### config.mk
export PLATFORM = sky130hd
export DESIGN_NAME = crono_timer
export DESIGN_NICKNAME = d
export VERILOG_FILES = /design/src/rtl/crono_timer_pkg.sv /design/src/rtl/crono_timer_bcd_mod_counter.sv /design/src/rtl/crono_timer.sv
export SDC_FILE = /design/constraint.sdc
export NUM_CORES = 1
export LEC_CHECK = 0
export ABC_AREA = 1
export CORE_ASPECT_RATIO = 0.9
export CORE_MARGIN = 2
export CORE_UTILIZATION = 45
export CTS_CLUSTER_DIAMETER = 100
export DETAILED_ROUTE_END_ITERATION = 10
export DONT_BUFFER_PORTS = 1
export PLACE_DENSITY_LB_ADDON = 0.15
export RECOVER_POWER = 25
export SYNTH_ARGS = -nofsm -noshare
export SYNTH_HDL_FRONTEND = slang
export SYNTH_SLANG_ARGS = --single-unit
export TNS_END_PERCENT = 20
### constraint.sdc
create_clock -name CLK -period 3.35 [get_ports CLK]
set_clock_uncertainty 0.1 [all_clocks]
set_input_delay 0 -clock CLK [delete_from_list [all_inputs] [get_ports CLK]]
set_output_delay 0 -clock CLK [all_outputs]
set_load 0.005 [all_outputs]
### src/rtl/crono_timer_pkg.sv
// Shared definitions for the crono_timer stopwatch: FSM encoding, BCD digit limits,
// target cursor codes and the single-digit BCD step helper.
package crono_timer_pkg;

    typedef enum logic [1:0] {
        ST_IDLE  = 2'd0,
        ST_RUN   = 2'd1,
        ST_PAUSE = 2'd2,
        ST_DONE  = 2'd3
    } crono_state_t;

    localparam logic [3:0] LIM_TENS        = 4'd5;
    localparam logic [3:0] LIM_UNITS       = 4'd9;
    localparam logic [3:0] LIM_HTENS       = 4'd2;
    localparam logic [3:0] LIM_HUNITS_TOP  = 4'd3;

    localparam logic [2:0] CUR_H_TENS  = 3'd1;
    localparam logic [2:0] CUR_H_UNITS = 3'd2;
    localparam logic [2:0] CUR_M_TENS  = 3'd3;
    localparam logic [2:0] CUR_M_UNITS = 3'd4;
    localparam logic [2:0] CUR_S_TENS  = 3'd5;
    localparam logic [2:0] CUR_S_UNITS = 3'd6;

    // One wrap-around step of a BCD digit bounded by lim; out-of-range values snap back in range.
    function automatic logic [3:0] bcd_step(input logic [3:0] v, input logic [3:0] lim, input logic up);
        logic [3:0] r;
        if (up) begin
            r = (v >= lim) ? 4'd0 : v + 4'd1;
        end else begin
            r = ((v == 4'd0) || (v > lim)) ? lim : v - 4'd1;
        end
        return r;
    endfunction

endpackage

### src/rtl/crono_timer_bcd_mod_counter.sv
// Single BCD digit with programmable upper limit, inc/dec with wrap, and a carry-out
// that fires when an increment wraps the digit back to zero.
module bcd_mod_counter
    import crono_timer_pkg::*;
(
    input  logic       CLK,
    input  logic       rst,
    input  logic       clr,
    input  logic       inc,
    input  logic       dec,
    input  logic [3:0] limit,
    output logic [3:0] q,
    output logic       carry
);

    logic [3:0] q_r;

    // Digit register: sync clear, then a single step when exactly one of inc/dec is set.
    always_ff @(posedge CLK or negedge rst) begin
        if (!rst) begin
            q_r <= 4'd0;
        end else if (clr) begin
            q_r <= 4'd0;
        end else if (inc ^ dec) begin
            q_r <= bcd_step(q_r, limit, inc);
        end else begin
            q_r <= q_r;
        end
    end

    assign q     = q_r;
    assign carry = inc && !dec && (q_r >= limit);

endmodule

### src/rtl/crono_timer.sv
// Stopwatch counting HH:MM:SS in BCD up to a programmable target, with
// start/stop/clear control and a one-cycle fin_crono pulse on reaching the target.
module crono_timer
    import crono_timer_pkg::*;
#(
    parameter int TICKS = 100000000
) (
    input  logic       CLK,
    input  logic       rst,
    input  logic       start,
    input  logic       stop,
    input  logic       clear,
    input  logic       prog_en,
    input  logic [2:0] dir_cursor,
    input  logic       inc,
    input  logic       dec,
    output logic [7:0] hcrono,
    output logic [7:0] mcrono,
    output logic [7:0] scrono,
    output logic [7:0] hcrono_fin,
    output logic [7:0] mcrono_fin,
    output logic [7:0] scrono_fin,
    output logic       fin_crono,
    output logic       running
);

    localparam int PW = (TICKS > 1) ? $clog2(TICKS) : 1;
    localparam logic [PW-1:0] PRESC_LAST = PW'(TICKS - 1);

    crono_state_t  state_r;
    logic [PW-1:0] presc_r;
    logic          fin_r;
    logic          running_r;
    logic          inc_done_r;

    logic [3:0] tgt_ht_r, tgt_hu_r, tgt_mt_r, tgt_mu_r, tgt_st_r, tgt_su_r;
    logic [3:0] e_ht_s, e_hu_s, e_mt_s, e_mu_s, e_st_s, e_su_s;
    logic       c_su_s, c_st_s, c_mu_s, c_mt_s, c_hu_s, ht_carry_unused_s;
    logic [3:0] e_hu_lim_s;

    logic       start_ok_s, match_s, tick_s, tgt_nonzero_s, elapsed_eq_s, edit_en_s;
    logic [3:0] sel_val_s, sel_lim_s, edit_nxt_s, tgt_hu_lim_s;

    assign tgt_nonzero_s = |{tgt_ht_r, tgt_hu_r, tgt_mt_r, tgt_mu_r, tgt_st_r, tgt_su_r};
    assign elapsed_eq_s  = ({hcrono, mcrono, scrono} == {hcrono_fin, mcrono_fin, scrono_fin});
    assign start_ok_s    = start && (((state_r == ST_IDLE) && tgt_nonzero_s) || (state_r == ST_PAUSE));
    // The match is judged the cycle after the increment, so fin_crono lags the new count by one.
    assign match_s       = inc_done_r && elapsed_eq_s && (state_r == ST_RUN);
    assign tick_s        = !clear && !match_s && !stop && (state_r == ST_RUN) && (presc_r == PRESC_LAST);

    // Control FSM with prescaler; outputs fin_crono and running are registered here.
    always_ff @(posedge CLK or negedge rst) begin
        if (!rst) begin
            state_r    <= ST_IDLE;
            presc_r    <= '0;
            fin_r      <= 1'b0;
            running_r  <= 1'b0;
            inc_done_r <= 1'b0;
        end else if (clear) begin
            state_r    <= ST_IDLE;
            presc_r    <= '0;
            fin_r      <= 1'b0;
            running_r  <= 1'b0;
            inc_done_r <= 1'b0;
        end else if (match_s) begin
            state_r    <= ST_DONE;
            fin_r      <= 1'b1;
            running_r  <= 1'b0;
            inc_done_r <= 1'b0;
        end else if (stop) begin
            state_r    <= (state_r == ST_RUN) ? ST_PAUSE : state_r;
            fin_r      <= 1'b0;
            running_r  <= 1'b0;
            inc_done_r <= 1'b0;
        end else if (start_ok_s) begin
            state_r    <= ST_RUN;
            presc_r    <= '0;
            fin_r      <= 1'b0;
            running_r  <= 1'b1;
            inc_done_r <= 1'b0;
        end else if (state_r == ST_RUN) begin
            presc_r    <= tick_s ? '0 : presc_r + PW'(1);
            fin_r      <= 1'b0;
            running_r  <= 1'b1;
            inc_done_r <= tick_s;
        end else begin
            fin_r      <= 1'b0;
            running_r  <= 1'b0;
            inc_done_r <= 1'b0;
        end
    end

    assign e_hu_lim_s = (e_ht_s == LIM_HTENS) ? LIM_HUNITS_TOP : LIM_UNITS;

    bcd_mod_counter u_s_units (.CLK(CLK), .rst(rst), .clr(clear), .inc(tick_s), .dec(1'b0),
                               .limit(LIM_UNITS), .q(e_su_s), .carry(c_su_s));
    bcd_mod_counter u_s_tens  (.CLK(CLK), .rst(rst), .clr(clear), .inc(c_su_s), .dec(1'b0),
                               .limit(LIM_TENS), .q(e_st_s), .carry(c_st_s));
    bcd_mod_counter u_m_units (.CLK(CLK), .rst(rst), .clr(clear), .inc(c_st_s), .dec(1'b0),
                               .limit(LIM_UNITS), .q(e_mu_s), .carry(c_mu_s));
    bcd_mod_counter u_m_tens  (.CLK(CLK), .rst(rst), .clr(clear), .inc(c_mu_s), .dec(1'b0),
                               .limit(LIM_TENS), .q(e_mt_s), .carry(c_mt_s));
    bcd_mod_counter u_h_units (.CLK(CLK), .rst(rst), .clr(clear), .inc(c_mt_s), .dec(1'b0),
                               .limit(e_hu_lim_s), .q(e_hu_s), .carry(c_hu_s));
    bcd_mod_counter u_h_tens  (.CLK(CLK), .rst(rst), .clr(clear), .inc(c_hu_s), .dec(1'b0),
                               .limit(LIM_HTENS), .q(e_ht_s), .carry(ht_carry_unused_s));

    assign edit_en_s    = prog_en && (inc ^ dec) && ((state_r == ST_IDLE) || (state_r == ST_PAUSE));
    assign tgt_hu_lim_s = (tgt_ht_r == LIM_HTENS) ? LIM_HUNITS_TOP : LIM_UNITS;

    // Select the target digit under the cursor together with its wrap limit.
    always_comb begin
        sel_val_s = 4'd0;
        sel_lim_s = LIM_UNITS;
        case (dir_cursor)
            CUR_H_TENS:  begin sel_val_s = tgt_ht_r; sel_lim_s = LIM_HTENS;    end
            CUR_H_UNITS: begin sel_val_s = tgt_hu_r; sel_lim_s = tgt_hu_lim_s; end
            CUR_M_TENS:  begin sel_val_s = tgt_mt_r; sel_lim_s = LIM_TENS;     end
            CUR_M_UNITS: begin sel_val_s = tgt_mu_r; sel_lim_s = LIM_UNITS;    end
            CUR_S_TENS:  begin sel_val_s = tgt_st_r; sel_lim_s = LIM_TENS;     end
            CUR_S_UNITS: begin sel_val_s = tgt_su_r; sel_lim_s = LIM_UNITS;    end
            default:     begin sel_val_s = 4'd0;     sel_lim_s = LIM_UNITS;    end
        endcase
    end

    assign edit_nxt_s = bcd_step(sel_val_s, sel_lim_s, inc);

    // Target registers; moving hour tens to 2 clamps hour units so the target stays a legal time.
    always_ff @(posedge CLK or negedge rst) begin
        if (!rst) begin
            tgt_ht_r <= 4'd0;
            tgt_hu_r <= 4'd0;
            tgt_mt_r <= 4'd0;
            tgt_mu_r <= 4'd0;
            tgt_st_r <= 4'd0;
            tgt_su_r <= 4'd0;
        end else if (edit_en_s) begin
            case (dir_cursor)
                CUR_H_TENS: begin
                    tgt_ht_r <= edit_nxt_s;
                    if ((edit_nxt_s == LIM_HTENS) && (tgt_hu_r > LIM_HUNITS_TOP)) begin
                        tgt_hu_r <= LIM_HUNITS_TOP;
                    end else begin
                        tgt_hu_r <= tgt_hu_r;
                    end
                end
                CUR_H_UNITS: tgt_hu_r <= edit_nxt_s;
                CUR_M_TENS:  tgt_mt_r <= edit_nxt_s;
                CUR_M_UNITS: tgt_mu_r <= edit_nxt_s;
                CUR_S_TENS:  tgt_st_r <= edit_nxt_s;
                CUR_S_UNITS: tgt_su_r <= edit_nxt_s;
                default:     tgt_ht_r <= tgt_ht_r;
            endcase
        end else begin
            tgt_ht_r <= tgt_ht_r;
        end
    end

    assign hcrono     = {e_ht_s, e_hu_s};
    assign mcrono     = {e_mt_s, e_mu_s};
    assign scrono     = {e_st_s, e_su_s};
    assign hcrono_fin = {tgt_ht_r, tgt_hu_r};
    assign mcrono_fin = {tgt_mt_r, tgt_mu_r};
    assign scrono_fin = {tgt_st_r, tgt_su_r};
    assign fin_crono  = fin_r;
    assign running    = running_r;

endmodule

; ---- Word level (Yosys, flattened, before mapping)
; Cells that the tools add are included.
[op_classes]
n_addsub = 9
n_lt_le_gt_ge = 9
eq_ne = 17
mux = 50
bitwise = 1
reduce_logical = 43
[op_table]
columns = cell, count
row1 = 2-to-1 mux 27 bit, 6
row2 = 2-to-1 mux 4 bit, 24
row3 = adder 4 x 1 -> 4 bit (second input constant), 7
row4 = adder 27 x 1 -> 27 bit (second input constant), 1
row5 = == test 27 bit (second input constant), 1
row6 = == test 24 bit, 1
row7 = case mux 4 bit (6 select lines), 1
row8 = OR reduction 24 bit, 1
row9 = logical AND 1 bit, 16
row10 = nonzero test 2 bit, 7
row11 = == test 4 x 2 -> 1 bit (second input constant), 3
row12 = 2-to-1 mux 1 bit, 12
row13 = case mux 4 bit (3 select lines), 1
row14 = AND reduction 2 bit, 6
row15 = 2-to-1 mux 2 bit, 5
row16 = == test 3 bit (second input constant), 3
row17 = >= comparator 4 x 3 -> 1 bit (second input constant), 2
row18 = >= comparator 4 bit, 2
row19 = >= comparator 4 bit (second input constant), 2
row20 = case mux 4 bit (2 select lines), 1
row21 = == test 3 x 2 -> 1 bit (second input constant), 2
row22 = AND reduction 3 bit, 2
row23 = >= comparator 4 x 2 -> 1 bit (second input constant), 1
row24 = greater-than comparator 4 x 2 -> 1 bit (second input constant), 1
row25 = 16 further kinds, 21
[totals]
register_bits = 80
in_bits = 11
out_inout_bits = 50
word_cells = 146

; ---- Logic depth before layout (Yosys ltp)
[depth]
depth_word = 15
depth_mapped = 24

; ---- By module
; From an unflattened synthesis, not the netlist that was laid out.
[unflattened]
hier_cells = 1017
hier_area_um2 = 7194.4
[modules_own_cells]
columns = mod, n_inst, cells_per_inst, area_each_um2, seq_area_each_um2
row1 = crono_timer, 1, 519, 3966.3, 1401.3
row2 = bcd_mod_counter, 6, 83, 538.0, 100.1

; ---- Worst setup path after synthesis
; No wires, ideal clock.
[synth_path]
path_type = register to register
start = register tgt_st_r[3]
end = register tgt_hu_r[0]
setup_time_ns = 0.117
arrival_ns = 2.257
path_slack_ns = 0.877
stages_incl_launch_ff = 21
path_buffers = 0
period_less_slack_ns = 2.473
cell_sequence = dfrtp_1 -> inv_1 -> o22ai_1 -> nor3_2 -> inv_1 -> ha_1 -> nand3_1 -> nand2_1 -> inv_2 -> nand2_2 -> nand2_4 -> nand2_2 -> nand2_1 -> nand2_2 -> nand3_1 -> nor2_2 -> nand2_2 -> nand2_4 -> nand2_2 -> nand2_1 -> nand2_1
[synth_via]
elab_chain_len = 9
word_cells_on_any_way = 15
classes_between = 2 x add/sub / 2 x order compare / 2 x eq/ne / 5 x mux / 4 x reduce/logical
[synth_rtl]
columns = element, line_no
row1 = from (decl), crono_timer.sv:36  ; logic [3:0] tgt_ht_r, tgt_hu_r, tgt_mt_r, tgt_mu_r, tgt_st_r, tgt_su_r;
row2 = from (signal assigned), crono_timer.sv:150  ; CUR_S_TENS: tgt_st_r <= edit_nxt_s;
row3 = case mux 4 bit (6 select lines) (*), crono_timer.sv:115  ; case (dir_cursor)
row4 = greater-than comparator 4 bit or zero test 4 bit (tied branches), crono_timer_pkg.sv:30  ; r = ((v == 4'd0) || (v > lim)) ? lim : v - 4'd1;
row5 = logical OR 1 bit, crono_timer_pkg.sv:30
row6 = 2-to-1 mux 4 bit, crono_timer_pkg.sv:30
row7 = 2-to-1 mux 4 bit (*), crono_timer_pkg.sv:27  ; if (up) begin
row8 = == test 4 x 2 -> 1 bit, crono_timer.sv:141  ; if ((edit_nxt_s == LIM_HTENS) && (tgt_hu_r > LIM_HUNITS_TOP)) begin
row9 = logical AND 1 bit, crono_timer.sv:141
row10 = != test 2 bit (no source line), -
row11 = AND reduction 3 bit (no source line), -
row12 = to (signal assigned), crono_timer.sv:144  ; tgt_hu_r <= tgt_hu_r;
row13 = to (signal assigned), crono_timer.sv:147  ; CUR_H_UNITS: tgt_hu_r <= edit_nxt_s;
row14 = to (decl), crono_timer.sv:36
; Every way passes the cells marked *; elsewhere a longest branch is shown, timed or not.
; A chain may end at the register's enable or synchronous reset.

; ---- Final worst setup path
[layout_path]
start = register tgt_mu_r[1]
end = register tgt_mu_r[2]
[layout_via]
elab_chain_len = 5
word_cells_on_any_way = 10
classes_between = 2 x add/sub / 2 x order compare / 4 x mux / 2 x reduce/logical
[layout_rtl]
columns = element, line_no
row1 = from (decl), crono_timer.sv:36
row2 = from (signal assigned), crono_timer.sv:149  ; CUR_M_UNITS: tgt_mu_r <= edit_nxt_s;
row3 = case mux 4 bit (6 select lines) (*), crono_timer.sv:115
row4 = greater-than comparator 4 bit or zero test 4 bit (tied branches), crono_timer_pkg.sv:30
row5 = logical OR 1 bit, crono_timer_pkg.sv:30
row6 = 2-to-1 mux 4 bit, crono_timer_pkg.sv:30
row7 = 2-to-1 mux 4 bit (*), crono_timer_pkg.sv:27
; Marks and branches as above.

==> impl_results.md <==
- Outcome: complete, but fails checks
- Violated checks: capacitance limit, slew limit
- Post-synth ARST share: 1.00
- Setup Buffers After CTS: 0
- RSZ-0062 raised after global routing: no
- Fmax: 0.335 GHz
- Global Route Usage Sum: 0.253
- Setup WS post-layout: 363 ps
- Post-synth top cells: nand2_1 (141), inv_1 (110), nor2_1 (83), dfrtp_1 (80), nand3_1 (49)
- Number of detailed-route iterations in the first pass: 5
- Post-route insts no fill: 908
- First-pass GRT wire length: 25300 um
- Count of buffers from port buffering: 0
- Vias in the first global route: 4874
- Fin crit share: 0.892
- Net count after synthesis: 765
- Hold Path Stages: 4
- Clock transition at path regs: 60 ps
- Gate Count Post-Synth: 731
- Post-synthesis cell type count: 40
- Area contributors post-synth: dfrtp_1 (37%), nand2_1 (9.9%), inv_1 (7.7%)
- Avg Vias per Cell: 5.59
- Clock power share: 0.291
- VDD IR max: 0.241 mV
- IO Pins: 61
- Effective utilization at floorplan: 0.464
- Post-cts resize count: 0
- CTS tree: built
- Worst Path Arrival: 3170 ps
- Cell taking the most area after synthesis: dfrtp_1
- Hpwl dp: 11800 um
- Initial antenna violation count: 0
- Commonest register cell after synthesis: dfrtp_1
- FP Rows: 37
- Fill cells: 1117
- Final GP Congestion: 1.05
- Die area: 0.0128 mm^2
- Final min period: 2990 ps
- Worst setup EP type: flip-flop
- Mean Syn Cell Area: 7.31 um^2
- EDFF count, synth: 0
- ANT nets after route: 0
- Sw Share: 0.402
- Die width: 119 um
- Slew headroom: -0.340
- Hold Fails Final Rpt: 0
- Setup TNS: 0 ps
- Int Pwr: 2.06 mW
- Gate power share: 0.297
- Final Instance Area: 0.00593 mm^2
- NumNets Final: 781
- Synth Register Bits: 80
- Total number of vias: 5078
- Ant diodes: 0
- Hold buffer count at CTS: 11
- Vert. Die Dim: 107 um
- PnR Total Power: 3.45 mW
- CTS sink count: 80
- Leak pwr: 2.70 nW
- Net Switching: 1.39 mW
- Syn-to-layout area delta: 10.9%
- Seq/Total Area, Yosys: 0.375
- Final-report setup violation count: 0
- CORE AREA: 0.0115 mm^2
- Root Buffer: clkbuf_16
- Tightest Pin Transition: 2010 ps
- Worst R2R Path Depth: 14
- DRC viols: 0
- Synth top area share: 0.375
- Placed Instance Area: 0.00552 mm^2
- MaxCap Viol Count: 1
- Crit path required time: 3530 ps
- Hold Crit Class: in2reg
- Clk_lat worst skew: 340 ps
- Maximum buffer depth of the clock tree: 2
- Post-layout util: 0.514
- Mean routed wirelength per cell: 17.0 um
- Ys Warns: 0
- Critical path peak fanout: 6
- Most frequent cell after synthesis: nand2_1
- Maximum number of pins on one net before global-route repair: 81
- Crit Path Class: reg2reg
- Pwr dens: 581 mW/mm^2
- H-tree depth: 3
- Cells after DPL: 881
- Num CTS Buffers: 9
- Cell Area, Synth: 0.00535 mm^2
- Starting DRT DRC Count: 535
- Startpoint class of the critical path: flip-flop
- Gr ovfl total: 0
- Share of cells above drive strength 1: 0.0652
- Placement Setup Slack: 472 ps
- Final WL: 15500 um
- Slew Viols, Final: 81
- Sequential share of power: 0.412
- Hold Slack: 29.8 ps
==> final timing paths <==
| check | startpoint | endpoint | slack (ps) |
|---|---|---|---|
| worst max-delay path | tgt_mu_r[1] | tgt_mu_r[2] | 360 |
| worst min-delay path | inc | tgt_ht_r[2] | 30 |
| worst max register to register | tgt_mu_r[1] | tgt_mu_r[2] | 360 |
| worst min register to register | state_r[1] | state_r[1] | 420 |
| max in group asynchronous | rst | u_h_units.q[1] | 1280 |
| min in group asynchronous | rst | u_h_units.q[2] | 650 |
==> layer usage <==
metal | wire length, um | track usage
met3 | 1500 | 0.0800
met4 | 270 | 0.0825
met2 | 6390 | 0.353
met1 | 7310 | 0.368
met5 | 0 | 0
==> cell families after synthesis <==
logic type,count (synthesis),synth area share
adder cells (fa/ha/maj),23,0.0538
XOR/XNOR,37,0.0606
AND/OR/NAND/NOR,370,0.321
flip-flops,80,0.375
AO/OA/AOI/OAI,94,0.0983
buffers and inverters,127,0.0913
==> worst max-delay path, stage by stage (launching register included) <==
cell,delay (ps)
dfrtp_1,470
inv_1,150
o22ai_1,100
nor2_1,90
nand2_1,180
ha_1,350
inv_1,40
o21bai_1,130
nand4_1,160
nand2_2,110
nand2_4,70
a21oi_1,170
nand2_2,110
a31oi_1,130
dlygate4sd3_1,560
==> cell type report <==
type / count / area [um^2] / area share
inverter: 117 / 439 / 0.0741
clock inverter: 5 / 56.3 / 0.00950
sequential: 80 / 2000 / 0.338
timing repair buffer: 15 / 135 / 0.0228
multi-input combinational: 524 / 2860 / 0.482
tap: 156 / 195 / 0.0329
clock buffer: 11 / 243 / 0.0410
==> cell usage in the layout (no fill, tap or decap), types with 8 or more instances in the layout <==
cell type / count
inv_1: 110
nor3_1: 29
ha_1: 23
dlygate4sd3_1: 10
o22ai_1: 11
dfrtp_1: 80
o21ai_0: 46
nand2_2: 8
a21oi_1: 21
nand4_1: 31
xor2_1: 30
nor2_1: 83
nor4_1: 9
nand2_1: 141
nand3_1: 49
clkbuf_16: 9
==> registers in the layout, summed over array words and instances (netlist names) <==
name         cells
tgt_st_r         4
tgt_ht_r         4
tgt_mt_r         4
u_m_tens.q       4
inc_done_r       1
u_m_units.q      4
tgt_mu_r         4
tgt_su_r         4
u_s_tens.q       4
presc_r         27
fin_crono        1
u_h_tens.q       4
u_s_units.q      4
u_h_units.q      4
running          1
state_r          2
tgt_hu_r         4
==> power by group through the flow <==
stage	Clock [mW]	Sequential (mW)	Combinational, mW
6_report	1.00	1.42	1.02
3_5_place_dp	0	1.43	0.964
3_3_place_gp	0	1.43	0.948
4_1_cts	1.03	1.41	1.01
2_1_floorplan	0	1.31	0.737
5_1_grt	1.06	1.44	1.16
No activity file was read; power rests on OpenSTA's default activity.
